**src/rtl/corr_pkg.sv**
```systemverilog
// Shared definitions for the autocorrelator front end: bit-order selectors and
// the helper that sizes bit-count fields.
package corr_pkg;

  localparam bit ORDER_MSB = 1'b1;
  localparam bit ORDER_LSB = 1'b0;

  function automatic int cnt_width(input int w);
    return $clog2(w + 1);
  endfunction

endpackage

```
**src/rtl/sipo_word_packer.sv**
```systemverilog
// Serial-in/parallel-out packer: collects one bit per handshake into WIDTH-bit
// words, with selectable bit order, backpressure, partial flush and overrun flag.
module sipo_word_packer
  import corr_pkg::*;
#(
  parameter int WIDTH     = 3,
  parameter bit MSB_FIRST = ORDER_MSB
) (
  input  logic                        clk,
  input  logic                        rst,
  input  logic                        in_bit,
  input  logic                        in_valid,
  output logic                        in_ready,
  input  logic                        flush,
  output logic [WIDTH-1:0]            out_word,
  output logic [cnt_width(WIDTH)-1:0] out_count,
  output logic                        out_valid,
  input  logic                        out_ready,
  output logic                        overrun
);

  localparam int CW = cnt_width(WIDTH);
  localparam logic [CW-1:0] LAST = CW'(WIDTH - 1);

  logic [WIDTH-1:0] asm_r, asm_d, asm_ins_s;
  logic [CW-1:0]    cnt_r, cnt_d, cnt_after_s;
  logic             asm_full_r, asm_full_d;
  logic             flush_pend_r, flush_pend_d;
  logic [WIDTH-1:0] out_word_r, out_word_d;
  logic [CW-1:0]    out_count_r, out_count_d;
  logic             out_valid_r, out_valid_d;
  logic             overrun_r, overrun_d;
  logic             accept_s, out_free_s, word_done_s, flush_req_s;

  function automatic logic [CW-1:0] bit_pos(input logic [CW-1:0] k);
    if (MSB_FIRST) begin
      bit_pos = LAST - k;
    end else begin
      bit_pos = k;
    end
  endfunction

  // Next-state logic for the assembly register, bit counter and output register.
  always_comb begin
    accept_s    = in_valid && !asm_full_r;
    out_free_s  = !out_valid_r || out_ready;
    asm_ins_s   = asm_r;
    if (accept_s) begin
      asm_ins_s[bit_pos(cnt_r)] = in_bit;
    end else begin
      asm_ins_s = asm_r;
    end
    cnt_after_s = accept_s ? (cnt_r + CW'(1)) : cnt_r;
    word_done_s = accept_s && (cnt_r == LAST);
    // A pending flush is never left behind with an empty assembly register.
    flush_req_s = (flush || flush_pend_r) && !asm_full_r && (cnt_after_s != {CW{1'b0}});

    asm_d        = asm_r;
    cnt_d        = cnt_r;
    asm_full_d   = asm_full_r;
    flush_pend_d = flush_pend_r;
    out_word_d   = out_word_r;
    out_count_d  = out_count_r;
    out_valid_d  = (out_valid_r && out_ready) ? 1'b0 : out_valid_r;
    overrun_d    = overrun_r || (in_valid && asm_full_r);

    if (asm_full_r) begin
      if (out_free_s) begin
        out_word_d   = asm_r;
        out_count_d  = CW'(WIDTH);
        out_valid_d  = 1'b1;
        asm_d        = {WIDTH{1'b0}};
        cnt_d        = {CW{1'b0}};
        asm_full_d   = 1'b0;
        flush_pend_d = 1'b0;
      end else begin
        asm_full_d   = 1'b1;
      end
    end else if (out_free_s && (word_done_s || flush_req_s)) begin
      // cnt_after equals WIDTH on a completed word, so it serves both cases.
      out_word_d   = asm_ins_s;
      out_count_d  = cnt_after_s;
      out_valid_d  = 1'b1;
      asm_d        = {WIDTH{1'b0}};
      cnt_d        = {CW{1'b0}};
      flush_pend_d = 1'b0;
    end else if (word_done_s) begin
      asm_d        = asm_ins_s;
      cnt_d        = {CW{1'b0}};
      asm_full_d   = 1'b1;
      flush_pend_d = 1'b0;
    end else begin
      asm_d        = asm_ins_s;
      cnt_d        = cnt_after_s;
      flush_pend_d = flush_req_s;
    end
  end

  // State registers with synchronous reset.
  always_ff @(posedge clk) begin
    if (rst) begin
      asm_r        <= {WIDTH{1'b0}};
      cnt_r        <= {CW{1'b0}};
      asm_full_r   <= 1'b0;
      flush_pend_r <= 1'b0;
      out_word_r   <= {WIDTH{1'b0}};
      out_count_r  <= {CW{1'b0}};
      out_valid_r  <= 1'b0;
      overrun_r    <= 1'b0;
    end else begin
      asm_r        <= asm_d;
      cnt_r        <= cnt_d;
      asm_full_r   <= asm_full_d;
      flush_pend_r <= flush_pend_d;
      out_word_r   <= out_word_d;
      out_count_r  <= out_count_d;
      out_valid_r  <= out_valid_d;
      overrun_r    <= overrun_d;
    end
  end

  assign in_ready  = !asm_full_r;
  assign out_word  = out_word_r;
  assign out_count = out_count_r;
  assign out_valid = out_valid_r;
  assign overrun   = overrun_r;

endmodule
```
**config.mk**
```make
export PLATFORM = sky130hd
export DESIGN_NAME = sipo_word_packer
export DESIGN_NICKNAME = d
export VERILOG_FILES = /design/src/rtl/corr_pkg.sv /design/src/rtl/sipo_word_packer.sv
export SDC_FILE = /design/constraint.sdc
export NUM_CORES = 1
export LEC_CHECK = 0
export ABC_AREA = 0
export ABC_CLOCK_PERIOD_IN_PS = 2300
export CAP_MARGIN = 0
export CORE_MARGIN = 8
export CORE_UTILIZATION = 50
export CTS_CLUSTER_DIAMETER = 80
export DETAILED_ROUTE_END_ITERATION = 10
export PLACE_DENSITY = 0.77
export SLEW_MARGIN = 40
export SYNTH_ARGS = -nofsm -noshare
export SYNTH_HDL_FRONTEND = slang
export SYNTH_SLANG_ARGS = --single-unit
```
**constraint.sdc**
```tcl
create_clock -name clk -period 2.3 [get_ports clk]
set_input_delay 0.46 -clock clk [delete_from_list [all_inputs] [get_ports clk]]
set_output_delay 0.46 -clock clk [all_outputs]
set_load 0.1 [all_outputs]
```
==> impl_metrics.ini <==
[floorplanning]
core_um2 = 1490
die_y_um = 55.8
initial_core_util_pct = 53.2
rows = 14
ios = 14
die_area_um2 = 3110
die_w_um = 55.8

[critical_path]
required_ns = 2.47
cp_slowest_stage_delay_ns = 0.43
crit_arrival_ns = 2.22
endpoint_kind = flip-flop
r2r_slack_ns = 0.25
r2r_end = out_word[0]$_SDFFE_PP0P_
worstSetupStartpoint = cnt_r[0]$_SDFFE_PP0P_
critPathKind = flip-flop to flip-flop
cp_slowest_cell = dfxtp_1
worstSetupStartpointType = flip-flop
crit_fanout = 5
reg2reg_depth = 6
r2r-start = cnt_r[0]$_SDFFE_PP0P_
worstPathCellList = inv_1 -> ha_1 -> and4bb_4 -> a311oi_4 -> o21ai_4 -> mux2_4
crit_path_end = out_word[0]$_SDFFE_PP0P_

[routing]
totalWireLength_um = 1610
drt_first_pass_iters = 4
viasPerCell = 5.46
route.detailed.drc = 0
drtIter0Drc = 14
postRouteAntennaNets = 0
wl_per_cell_um = 14.1
num_vias = 623

[synth]
muxShareOfSynthArea_pct = 10.7
yosys-top-cells-count = dfxtp_1 (14), a21oi_1 (12), nand2_1 (6), nand3_1 (6), nor2b_1 (6)
synthXorXnorAreaFrac_pct = 1.11
yosysSeqAreaShare_pct = 35.4
yosysUniqueCellTypes = 28
yosysTopAreaCellShare_pct = 35.4
synthesis.nets = 94
async_reset_ff_share_pct = 0
synth.avg_cell_area_um2 = 9.32
synth-edff-count = 0
synthAdderAreaFrac_pct = 4.74
yosys_register_bits = 14
synth_compound_gate_area_share_pct = 20.1
synth_top_cell_by_area = dfxtp_1
synthSimpleGateAreaFrac_pct = 23.1
syn_area_um2 = 792
synth_area_leaders = dfxtp_1 (35%), mux2_4 (9.5%), a21oi_1 (7.6%)
ys.flop_type = dfxtp_1
synth_top_family_by_area = simple AND/OR/NAND/NOR gates
postSynthCellCount = 85
ys_warn_count = 0
synthMostInstantiatedCell = dfxtp_1

[sta]
post-route-min-period_ns = 2.05
fin_tns_setup_ns = 0
slew_viol_final = 0
max_freq_mhz = 488
tightest_slew_ns = 0.636
slew-limit-headroom_pct = 57.5
final.setup.worst_slack_ns = 0.250
fin_crit_sh_pct = 89.1
hold_viol = 0
setup_viol = 0
fin_skew_ns = 0.000904
rsz0062_at_grt = no

[final_layout]
areaGrowthSynthToFinish_pct = 17.7
layout-drive-gt1-share_pct = 24.5
multiInputGateArea_um2 = 473
fillers = 134
diodes = 0
final-seq-area_um2 = 280
nNetsFinal = 109

[power_and_ir_drop]
p_leak_nw = 0.368
p_per_area_nw_per_um2 = 575
ir_worst_vdd_v = 0.000446

[worst_hold_path]
hold_path_class = flip-flop to flip-flop

[global_route]
grt_antenna_before_repair = 0
grt_usage_pct = 10.5
grt_first_pass_wirelength_um = 2760
grt_overflow_total = 0
grt_start_max_net_pins = 19
grt_pass1_vias = 634

[placement]
dpl_worst_slack_ns = 0.159
dp_hpwl_um = 1220
portBuffers = 13
routabilityCongestion = 0.864

[clock_tree]
cts_buffer_depth = 2
cts_sinks = 14
clk_latency_ns = 0.27
cts_resized = 0
htreeDepth = 1
cts_setup_buffers = 0
cts_tree = built
cts-buffers-inserted = 3
cts_hold_buf = 0
cts_root_buf = clkbuf_4
clk_pin_slew_worst_paths_ns = 0.07

[job]
cap_violations = 0

[outcome]
outcome = finished clean
## registers in the layout, indices dropped and copies added, names as in the netlist
name	count
asm_r	3
out_word	3
cnt_r	2
out_count	2
asm_full_r	1
flush_pend_r	1
out_valid	1
overrun	1
## final cells by class
type                       instances  area share (%)
clock buffer                       3            2.42
timing repair buffer              15            13.4
inverter                           3            1.21
sequential                        14            30.1
multi-input combinational         63            50.7
tap                               16            2.15
## critical path: cells and delay by family, from the launching register on
kind	cells	cell delay [ns]
AOI/OAI and AO/OA	2	0.46
DFF	1	0.43
adders and majority gates	1	0.34
muxes	1	0.32
and+or+nand+nor	1	0.24
buffers and inverters	1	0.16
## where the power goes
part	internal (mW)	leakage (nW)	total, mW	switching (mW)
clock network	0.0607	0.0138	0.130	0.0697
logic	0.0557	0.240	0.146	0.0906
registers	0.252	0.114	0.259	0.00700
total	0.369	0.368	0.536	0.167
## per-stage QoR
stage               utilization [%]  cells  hold slack, ns  power, mW  area [um^2]
floorplan                         -     85           0.440      0.380          792
global placement               61.1    111           0.457      0.408          910
detailed placement             61.1    111           0.462      0.411          910
CTS                            62.6    114           0.474      0.541          932
global route                   62.6    114           0.495      0.562          932
finish                         62.6    114           0.470      0.536          932
## worst min-delay path by stage
stage / from / end / cells after the start
CTS: asm_r[0]$_SDFFE_PP0P_ / asm_r[0]$_SDFFE_PP0P_ / 2
finish: asm_r[2]$_SDFFE_PP0P_ / asm_r[2]$_SDFFE_PP0P_ / 2
global route: asm_r[1]$_SDFFE_PP0P_ / asm_r[1]$_SDFFE_PP0P_ / 2
global placement: asm_r[1]$_SDFFE_PP0P_ / asm_r[1]$_SDFFE_PP0P_ / 2
floorplan: asm_r[2]$_SDFFE_PP0P_ / asm_r[2]$_SDFFE_PP0P_ / 2
detailed placement: asm_r[0]$_SDFFE_PP0P_ / asm_r[0]$_SDFFE_PP0P_ / 2
## layout by cell type, fill, tap and decap left out, types with 2 or more instances in the layout
| master | instances |
|---|---|
| ha_1 | 3 |
| nand2b_1 | 2 |
| inv_1 | 3 |
| nor3_1 | 2 |
| clkbuf_4 | 3 |
| nand2_1 | 6 |
| nor2_1 | 4 |
| nor2b_1 | 6 |
| buf_4 | 10 |
| nand3b_1 | 3 |
| a211oi_1 | 2 |
| nand3_1 | 6 |
| dfxtp_1 | 14 |
| a21oi_1 | 12 |
| clkdlybuf4s50_1 | 5 |
| mux2_4 | 5 |
## cells by family (layout without fill, tap and decap cells)
kind of cell               Yosys count  count (layout)
DFF                                 14              14
and+or+nand+nor                     32              32
xor gates and xnor gates             1               1
AOI/OAI and AO/OA                   21              21
adders and majority gates            3               3
buffers and inverters                8              21
muxes                                6               6
## metal layers
metal	GRT usage, %	up-vias	part of all wire, %
li1	-	327	-
met5	0	-	0
met3	6.39	2	7.7
met4	1.06	0	0.50
met1	11.3	281	44
met2	17.8	13	48
No activity file was read; power rests on OpenSTA's default activity.
